==> src/rtl/dda_state_streamer.sv <==
// ============================================================================
// dda_state_streamer : decimates Lorenz DDA state updates and streams each
//                      x/y/z snapshot as an 8-byte checksummed UART frame.
// Revision 1.0
// ============================================================================
`default_nettype none

module dda_state_streamer #(
  parameter int unsigned DECIM = 256,
  parameter logic [7:0]  SYNC  = 8'hA5
) (
  input  logic        clk,
  input  logic        rst,
  input  logic        en,
  input  logic        sample_valid,
  input  logic [15:0] x,
  input  logic [15:0] y,
  input  logic [15:0] z,
  input  logic        tx_busy,
  output logic        tx_start,
  output logic [7:0]  tx_byte,
  output logic        frame_active,
  output logic        frame_done,
  output logic [7:0]  frames_dropped
);

  typedef enum logic [1:0] {ST_IDLE, ST_SEND, ST_ACK, ST_DRAIN} state_t;

  localparam logic [15:0] DCNT_LAST = 16'(DECIM - 1);

  state_t      state_q, state_d;
  logic [15:0] dcnt_q, dcnt_d;
  logic [2:0]  idx_q, idx_d;
  logic [15:0] sx_q, sx_d, sy_q, sy_d, sz_q, sz_d;
  logic [7:0]  csum_q, csum_d;
  logic        tx_start_q, tx_start_d;
  logic [7:0]  tx_byte_q, tx_byte_d;
  logic        frame_active_q, frame_active_d;
  logic        frame_done_q, frame_done_d;
  logic [7:0]  dropped_q, dropped_d;
  logic        trigger;
  logic [7:0]  frame_byte;

  assign trigger = en && sample_valid && (dcnt_q == DCNT_LAST);

  always_comb begin
    frame_byte = SYNC;
    case (idx_q)
      3'd0: frame_byte = SYNC;
      3'd1: frame_byte = sx_q[15:8];
      3'd2: frame_byte = sx_q[7:0];
      3'd3: frame_byte = sy_q[15:8];
      3'd4: frame_byte = sy_q[7:0];
      3'd5: frame_byte = sz_q[15:8];
      3'd6: frame_byte = sz_q[7:0];
      3'd7: frame_byte = csum_q;
      default: frame_byte = SYNC;
    endcase
  end

  always_comb begin
    state_d      = state_q;
    dcnt_d       = dcnt_q;
    idx_d        = idx_q;
    sx_d         = sx_q;
    sy_d         = sy_q;
    sz_d         = sz_q;
    csum_d       = csum_q;
    tx_start_d   = 1'b0;
    tx_byte_d    = tx_byte_q;
    frame_done_d = 1'b0;
    dropped_d    = dropped_q;

    if (!en) begin
      dcnt_d = 16'd0;
    end else if (sample_valid) begin
      dcnt_d = trigger ? 16'd0 : dcnt_q + 16'd1;
    end

    // Triggers landing while any frame is in flight (including its final
    // DRAIN edge) are dropped so the shadow snapshot stays coherent.
    if (trigger && state_q != ST_IDLE && dropped_q != 8'hFF) begin
      dropped_d = dropped_q + 8'd1;
    end

    case (state_q)
      ST_IDLE: begin
        if (trigger) begin
          sx_d    = x;
          sy_d    = y;
          sz_d    = z;
          csum_d  = x[15:8] ^ x[7:0] ^ y[15:8] ^ y[7:0] ^ z[15:8] ^ z[7:0];
          idx_d   = 3'd0;
          state_d = ST_SEND;
        end
      end
      ST_SEND: begin
        if (!tx_busy) begin
          tx_start_d = 1'b1;
          tx_byte_d  = frame_byte;
          state_d    = ST_ACK;
        end
      end
      ST_ACK: begin
        if (tx_busy) state_d = ST_DRAIN;
      end
      ST_DRAIN: begin
        if (!tx_busy) begin
          if (idx_q == 3'd7) begin
            frame_done_d = 1'b1;
            state_d      = ST_IDLE;
          end else begin
            idx_d   = idx_q + 3'd1;
            state_d = ST_SEND;
          end
        end
      end
      default: state_d = ST_IDLE;
    endcase

    frame_active_d = (state_d != ST_IDLE);
  end

  always_ff @(posedge clk or posedge rst) begin
    if (rst) begin
      state_q        <= ST_IDLE;
      dcnt_q         <= 16'd0;
      idx_q          <= 3'd0;
      sx_q           <= 16'd0;
      sy_q           <= 16'd0;
      sz_q           <= 16'd0;
      csum_q         <= 8'd0;
      tx_start_q     <= 1'b0;
      tx_byte_q      <= 8'h00;
      frame_active_q <= 1'b0;
      frame_done_q   <= 1'b0;
      dropped_q      <= 8'd0;
    end else begin
      state_q        <= state_d;
      dcnt_q         <= dcnt_d;
      idx_q          <= idx_d;
      sx_q           <= sx_d;
      sy_q           <= sy_d;
      sz_q           <= sz_d;
      csum_q         <= csum_d;
      tx_start_q     <= tx_start_d;
      tx_byte_q      <= tx_byte_d;
      frame_active_q <= frame_active_d;
      frame_done_q   <= frame_done_d;
      dropped_q      <= dropped_d;
    end
  end

  assign tx_start       = tx_start_q;
  assign tx_byte        = tx_byte_q;
  assign frame_active   = frame_active_q;
  assign frame_done     = frame_done_q;
  assign frames_dropped = dropped_q;

endmodule

`default_nettype wire

==> config.mk <==
export PLATFORM = sky130hd
export DESIGN_NAME = dda_state_streamer
export DESIGN_NICKNAME = d
export VERILOG_FILES = /design/src/rtl/dda_state_streamer.sv
export SDC_FILE = /design/constraint.sdc
export NUM_CORES = 1
export LEC_CHECK = 0
export ABC_AREA = 1
export CAP_MARGIN = 20
export CORE_ASPECT_RATIO = 0.9
export CORE_UTILIZATION = 56
export DETAILED_ROUTE_END_ITERATION = 10
export PLACE_DENSITY = 0.87
export SETUP_SLACK_MARGIN = 0.1
export SYNTH_ARGS = -nofsm -noshare
export SYNTH_HDL_FRONTEND = slang
export SYNTH_SLANG_ARGS = --single-unit
==> constraint.sdc <==
create_clock -name clk -period 4.1 [get_ports clk]
set_input_delay 1.025 -clock clk [delete_from_list [all_inputs] [get_ports clk]]
set_output_delay 1.025 -clock clk [all_outputs]
set_load 0.02 [all_outputs]
# == After elaboration in Yosys (flattened, before gate mapping) ==
# Index checks and enable logic that the tools add are counted.
# totals
register_bits,96
out_inout_bits,19
# op_classes
n_addsub,3
eq_ne,16
reduce_logical,12
n_bitwise,6
mux,19
# ops
op,count
$pmux 8 s8,1
$mux 16,3
$xor 8x8->8,5
$add 16x1->16 const B,1
$eq 16x8->1 const B,1
$eq 3x3->1 const B,4
$mux 3,3
$add 8x1->8 const B,1
$mux 2,4
$ne 8x8->1 const B,1
$pmux 2 s4,1
$eq 3x2->1 const B,2
$mux 1,6
$ne 2x2->1 const B,3
$pmux 3 s2,1
$reduce_bool 2->1,3
$eq 2x2->1 const B,2
$logic_and 1x1->1,4
$reduce_and 2->1,2
$reduce_and 4->1,1
$add 3x1->3 const B,1
$eq 3x1->1 const B,1
$logic_not 3->1,1
$eq 2x1->1 const B,1
3 further kinds,3

# == Depth between registers and ports, before layout ==
# Gate-level depths: netlist of run 1.
# logic_depth
depth_word,5
mapped_depth,11
ltp_nobuf,10

# == Least setup slack after synthesis of run 1 ==
# No wires, ideal clock.
# synth_path
path_kind,input to register
from,in sample_valid
to,reg sx_q[13]
path_buffers,2
setup_slack_ns,2.070
t_arrival_ns,1.910
stages,11
path_cell_list,nand2_2 > inv_2 > nand3_1 > nor2_1 > nand2_2 > inv_2 > nand2_2 > buf_6 > buf_6 > nand2_1 > o21ai_1
# synth_between
elab_chain_cells,3
# synth_lines
item,line_no,rtl
from (decl),15,"input logic sample_valid,"
$logic_and 1x1->1 (2 in series),44,assign trigger = en && sample_valid && (dcnt_q == DCNT_LAST);
$reduce_and 2->1 (no line),--,
to (signal assigned),129,sx_q <= 16'd0;
to (signal assigned),142,sx_q <= sx_d;
to (decl),34,"logic [15:0] sx_q, sx_d, sy_q, sy_d, sz_q, sz_d;"
# Every way passes these cells.
# A chain may end at the register's enable or synchronous reset.

# == Final worst setup path of run 1 ==
# layout_path
from,in sample_valid
to,reg sy_q[6]
# layout_between
elab_chain_cells,3
# layout_lines
item,line_no,rtl
$logic_and 1x1->1 (2 in series),44,
$reduce_and 2->1 (no line),--,
to (signal assigned),143,sy_q <= sy_d;
to (decl),34,
# Every way passes these cells.

==> flow_metrics.tcl, run 1 <==
set metrics [dict create \
    peakVddDrop_uv 158 \
    routed_via_density 5.39 \
    cp_slowest_cell "clkdlybuf4s50_1" \
    internal_power_mw 1.26 \
    maxCapViolations 0 \
    vias 5160 \
    combPwrFrac 0.100 \
    initial_utilization 0.580 \
    fin_nets 892 \
    wl_mm 12.6 \
    synthesis.area_um2 5340 \
    synth.avg_cell_area_um2 7.01 \
    cp_common_cell "nand2_2" \
    power_frac_seq 0.561 \
    setup_viol 0 \
    clk_latency_ns 0.38 \
    path_cells "clkdlybuf4s50_1 -> nand2_2 -> inv_2 -> nand3_1 -> nor2_1 -> nand2_2 -> inv_2 -> nand2_2 -> buf_4 -> nand2_1 -> o21ai_1" \
    cts-hold-fix-buffers 0 \
    grt_max_degree 43 \
    fillCellCount 719 \
    start_kind "primary input" \
    drt_iter0_drc 348 \
    dpl.hpwl_mm 9.34 \
    htree_levels 3 \
    clkSinkCount 96 \
    rsz0062_at_grt "false" \
    grt_first_pass_wirelength_mm 21.4 \
    cts_setup_buffers 0 \
    clockBufferDepth 2 \
    swShare 0.265 \
    ys_ff_latch 96 \
    period_share 0.691 \
    cts_buffers 9 \
    timing_max_transition_violations_final 0 \
    detail-route-antenna-nets 0 \
    tightest_slew_ns 0.706 \
    grt_pass1_vias 4774 \
    die_w_um 105 \
    n_antenna_cell 0 \
    core_area_um2 9210 \
    regToRegSetupSlack_ns 1.40 \
    period_minus_slack_ns 2.83 \
    yosysWarnings 0 \
    synthCells 762 \
    die_h_um 94.7 \
    place_congestion 0.903 \
    syn2layout_area_growth_pct 18.4 \
    cts_resized 0 \
    die_area_um2 9940 \
    power.density_nw_per_um2 270 \
    yosysUniqueCellTypes 28 \
    cts_root_buf "clkbuf_8" \
    ys_seq_area_frac 0.450 \
    track_usage 0.271 \
    multiInputGateArea_um2 2470 \
    endpoint_kind "flip-flop" \
    overflow 0 \
    cp.required_ns 4.36 \
    numPlacedInstances 942 \
    min-delay-path-class "flip-flop to flip-flop" \
    clock.fmax_mhz 353 \
    setup_slack_ns 1.27 \
    p_leak_nw 3.26 \
    tns_ns 0 \
    cts_tree "built" \
    io_pins 72 \
    io_buffers 71 \
    net-switching-power_uw 452 \
    path_clk_slew_ns 0.10 \
    skew_ns 0.0136 \
    wl_per_cell_um 13.2 \
    finalHoldViolations 0 \
    rows 33 \
    regArea_um2 2400 \
    cpLargestDelayFamily "buffers and inverters" \
    cp.arrival_ns 3.10 \
    clockPowerShare 0.339 \
    path_buf_inv 4 \
    status "complete, no violations" \
    synth_fp_nets 823 \
    crit_fanout 42 \
    firstDrtPassIters 5 \
    relSlewSlack 0.528 \
    drc_errors 0 \
    final_core_util 0.687 \
    place_ws_ns 0.868 \
    critPathKind "primary input to flip-flop" \
    max_stage_delay_ns 0.52 \
    antenna_found_initial 0 \
    finalNonFillerCells 958 \
    final_layout_size_suffix_gt1_frac 0.0455 \
]
## final cells by class
class / instances / area share
clock buffers: 9 / 0.0196
clock inverters: 7 / 0.00890
inverters: 99 / 0.0590
multi-input cells: 549 / 0.390
flip-flops and latches: 96 / 0.380
well taps: 122 / 0.0241
repair buffers: 76 / 0.118
## through the flow
step	power [mW]	area (um^2)	hold slack [ns]
3_3_place_gp	1.14	6140	0.464
3_5_place_dp	1.15	6140	0.470
5_1_grt	1.77	6320	0.521
6_report	1.71	6320	0.492
2_1_floorplan	1.06	5340	0.449
4_1_cts	1.71	6320	0.495
## power groups by stage
stage	sequential, mW	clock (mW)	combinational, mW
global placement	0.976	0	0.163
CTS	0.958	0.577	0.171
detailed placement	0.977	0	0.170
floorplan	0.976	0	0.0865
finish	0.958	0.579	0.170
global route	0.960	0.617	0.194
## placed cells by master, fill, tap and decap left out, drive strengths merged
cell type and n:
or2 2, inv 98, clkbuf 9, clkdlybuf4s50 71, clkinvlp 3, and3 3
o22a 1, a21oi 1, dfrtp 96, ha 8, nand3 69, nand3b 3
xor2 7, xnor2 2, nand2 308, buf 5, o21ai 66, nor3 7
nand4 15, clkinv 5, o21bai 1, o22ai 3, nor2 53
## metal layers
metal	vias up	global-route usage	routed length (um)
met4	0	0.103	343
met5	-	0	0
met2	205	0.462	6090
li1	2530	-	-
met3	31	0.0276	811
met1	2394	0.362	5400
## state kept, by name, indices dropped and copies added (netlist names)
name / cells
sx_q: 16
state_q: 2
tx_byte: 8
dcnt_q: 16
frame_active: 1
sz_q: 16
idx_q: 3
tx_start: 1
frames_dropped: 8
csum_q: 8
sy_q: 16
frame_done: 1
## kinds of logic after synthesis
kind of cell | synth area share
AOI/OAI and AO/OA | 0.0693
buffers and inverters | 0.0883
and+or+nand+nor | 0.359
DFF | 0.450
adders and majority gates | 0.0187
xor gates and xnor gates | 0.0148
## synth_stat cells
cell	n	area, um^2
o22ai_1	3	18.8
dfrtp_1	96	2400
xnor2_1	2	17.5
inv_2	5	18.8
nor2_4	1	11.3
nor3_4	1	16.3
nor2_1	49	184
clkbuf_1	7	26.3
buf_2	8	40.0
o21bai_1	1	7.51
nand4_1	15	93.8
and3_1	3	18.8
o22a_1	1	8.76
nor3_1	6	30.0
ha_1	8	100
buf_6	3	33.8
nand2_1	304	1140
inv_1	92	345
or2_2	2	12.5
o21ai_1	45	225
clkinv_1	2	7.51
nor2_2	3	18.8
nand2_2	4	25.0
nand3b_1	3	22.5
nand3_1	69	345
a21oi_1	1	5.00
xor2_1	7	61.3
o21ai_0	21	105
## final timing paths
| path | start | endpoint | depth (start not counted) |
|---|---|---|---|
| min in group asynchronous | rst | dcnt_q[13]$_DFFE_PP0P_ | 2 |
| worst max register to register | idx_q[2]$_DFFE_PP0P_ | tx_byte[2]$_DFFE_PP0P_ | 7 |
| max in group asynchronous | rst | csum_q[7]$_DFFE_PP0P_ | 3 |
| worst min register to register | tx_byte[6]$_DFFE_PP0P_ | tx_byte[6]$_DFFE_PP0P_ | 2 |
| worst max-delay path | sample_valid | sy_q[6]$_DFFE_PP0P_ | 11 |
| worst min-delay path | tx_byte[6]$_DFFE_PP0P_ | tx_byte[6]$_DFFE_PP0P_ | 2 |
## worst register-to-register path, stage by stage, from the launching register on
cell and delay, ns:
dfrtp_1 0.72, clkinv_1 0.66, ha_1 0.61, nor2_1 0.16, nand3_1 0.19, nand3_1 0.16
nand2_1 0.07, nand2_1 0.07
No activity file was read; power rests on OpenSTA's default activity.
==> run 2: changes to the inputs <==
- clock period: 4.1 -> 2.8 ns (I/O delays scaled with it)
==> run 2 against run 1 <==
  * Wire length fell by 0.23%
  * Register-to-register slack got worse by 0.52 ns
  * Global-route usage fell by 0.50 points
  * Sequential share of layout area fell by 0.39 points
  * Via count fell by 0.31%
  * Clock power rose by 49%
  * Count of clock-buffer cells in the layout rose by 2
  * Critical endpoint is now frames_dropped[4]
  * Largest power group unchanged
==> flow_metrics.tcl, run 2 (synthesized netlist as in run 1, its figures left out) <==
set metrics [dict create \
    timing_max_transition_violations_final 0 \
    crit_fanout 5 \
    overflow 0 \
    drt_iter0_drc 297 \
    detail-route-antenna-nets 0 \
    wl_per_cell_um 13.1 \
    place_congestion 0.894 \
    initial_utilization 0.580 \
    die_area_um2 9940 \
    final_common_cell "nand2_1" \
    path_buf_inv 1 \
    track_usage 0.266 \
    period_share 0.760 \
    net-switching-power_uw 631 \
    clockPowerShare 0.342 \
    cp.arrival_ns 1.43 \
    io_pins 72 \
    dpl.hpwl_mm 9.48 \
    wl_mm 12.6 \
    io_buffers 71 \
    vias 5144 \
    tns_ns 0 \
    syn2layout_area_growth_pct 19.6 \
    grt_max_degree 99 \
    clkSinkCount 96 \
    clock.fmax_mhz 470 \
    cts_tree "built" \
    cts_root_buf "clkbuf_8" \
    cts_setup_buffers 0 \
    start_kind "flip-flop" \
    final_layout_size_suffix_gt1_frac 0.0500 \
    cpLargestDelayFamily "buffers and inverters" \
    endpoint_kind "primary output" \
    rows 33 \
    cp.required_ns 2.10 \
    maxCapViolations 0 \
    min-delay-start "tx_byte[7]$_DFFE_PP0P_" \
    grt_first_pass_wirelength_mm 21.1 \
    internal_power_mw 1.89 \
    finalHoldViolations 0 \
    tightest_slew_ns 0.662 \
    r2r_start "idx_q[0]$_DFFE_PP0P_" \
    critPathKind "flip-flop to primary output" \
    die_w_um 105 \
    path_cells "clkdlybuf4s50_1" \
    min-delay-path-class "flip-flop to flip-flop" \
    fin_nets 896 \
    drc_errors 0 \
    cts_buffers 9 \
    layout_common_cells "nand2_1 (304), dfrtp_1 (96), inv_1 (91)" \
    relSlewSlack 0.558 \
    n_antenna_cell 0 \
    grt_pass1_vias 4758 \
    skew_ns 0.0129 \
    firstDrtPassIters 5 \
    clk_latency_ns 0.36 \
    clockBufferDepth 2 \
    routed_via_density 5.35 \
    rsz0062_at_grt "false" \
    core_area_um2 9210 \
    htree_levels 3 \
    period_minus_slack_ns 2.13 \
    power_frac_seq 0.557 \
    setup_viol 0 \
    cts_resized 0 \
    antenna_found_initial 0 \
    p_leak_nw 3.29 \
    whs_ns 0.491 \
    power.density_nw_per_um2 394 \
    swShare 0.251 \
    cts-hold-fix-buffers 0 \
    cp_slowest_cell "clkdlybuf4s50_1" \
    die_h_um 94.7 \
    combPwrFrac 0.101 \
    critPathLaunch "frames_dropped[4]$_DFFE_PP0P_" \
    peakVddDrop_uv 232 \
    status "complete, no violations" \
    path_clk_slew_ns 0.10 \
    max_stage_delay_ns 0.63 \
]
[run 2: cell type report]
class	count	area [um^2]
Tap cell	122	153
Multi-Input combinational cell	549	2470
Clock buffer	11	151
Timing Repair Buffer	80	803
Sequential cell	96	2400
Inverter	99	375
Fill cell	723	2820
Clock inverter	5	37.5
[run 2: worst register-to-register path: stages, from the launching register on]
cell	delay, ns
dfrtp_1	0.44
inv_1	0.11
ha_1	0.51
nand2_1	0.10
inv_1	0.29
nand2_1	0.08
and3_1	0.16
nand3_1	0.08
nand2_1	0.06
nand2_1	0.05
[run 2: metrics by stage]
stage               cell area (um^2)   util  setup WS [ns]  power (mW)  std cells
global placement                6200  0.674          0.479        1.67        946
floorplan                       5350      -          0.966        1.56        762
global route                    6390  0.694          0.613        2.61        962
finish                          6390  0.694          0.673        2.52        962
detailed placement              6200  0.674          0.406        1.68        946
CTS                             6390  0.694          0.663        2.52        962
[run 2: path summary, 6_finish.rpt]
path / end / slack, ns / cells past startpoint
max in group asynchronous: sz_q[4]$_DFFE_PP0P_ / 1.49 / 3
min in group asynchronous: csum_q[3]$_DFFE_PP0P_ / 0.69 / 2
setup / recovery: frames_dropped[4] / 0.67 / 1
hold / removal: tx_byte[7]$_DFFE_PP0P_ / 0.49 / 2
setup reg to reg: tx_byte[7]$_DFFE_PP0P_ / 0.88 / 9
hold reg to reg: tx_byte[7]$_DFFE_PP0P_ / 0.49 / 2
[run 2: per-layer routing]
layer | global-route usage | part of all wire | vias to the layer above
li1 | - | - | 2540
met2 | 0.467 | 0.49 | 196
met3 | 0.0311 | 0.056 | 17
met5 | 0 | 0 | -
met4 | 0.0880 | 0.012 | 0
met1 | 0.346 | 0.44 | 2391
[run 2: power by group through the flow]
stage | sequential, mW | combinational [mW] | clock [mW]
4_1_cts | 1.40 | 0.255 | 0.865
3_3_place_gp | 1.43 | 0.243 | 0
3_5_place_dp | 1.43 | 0.255 | 0
2_1_floorplan | 1.43 | 0.127 | 0
6_report | 1.40 | 0.253 | 0.862
5_1_grt | 1.40 | 0.285 | 0.923
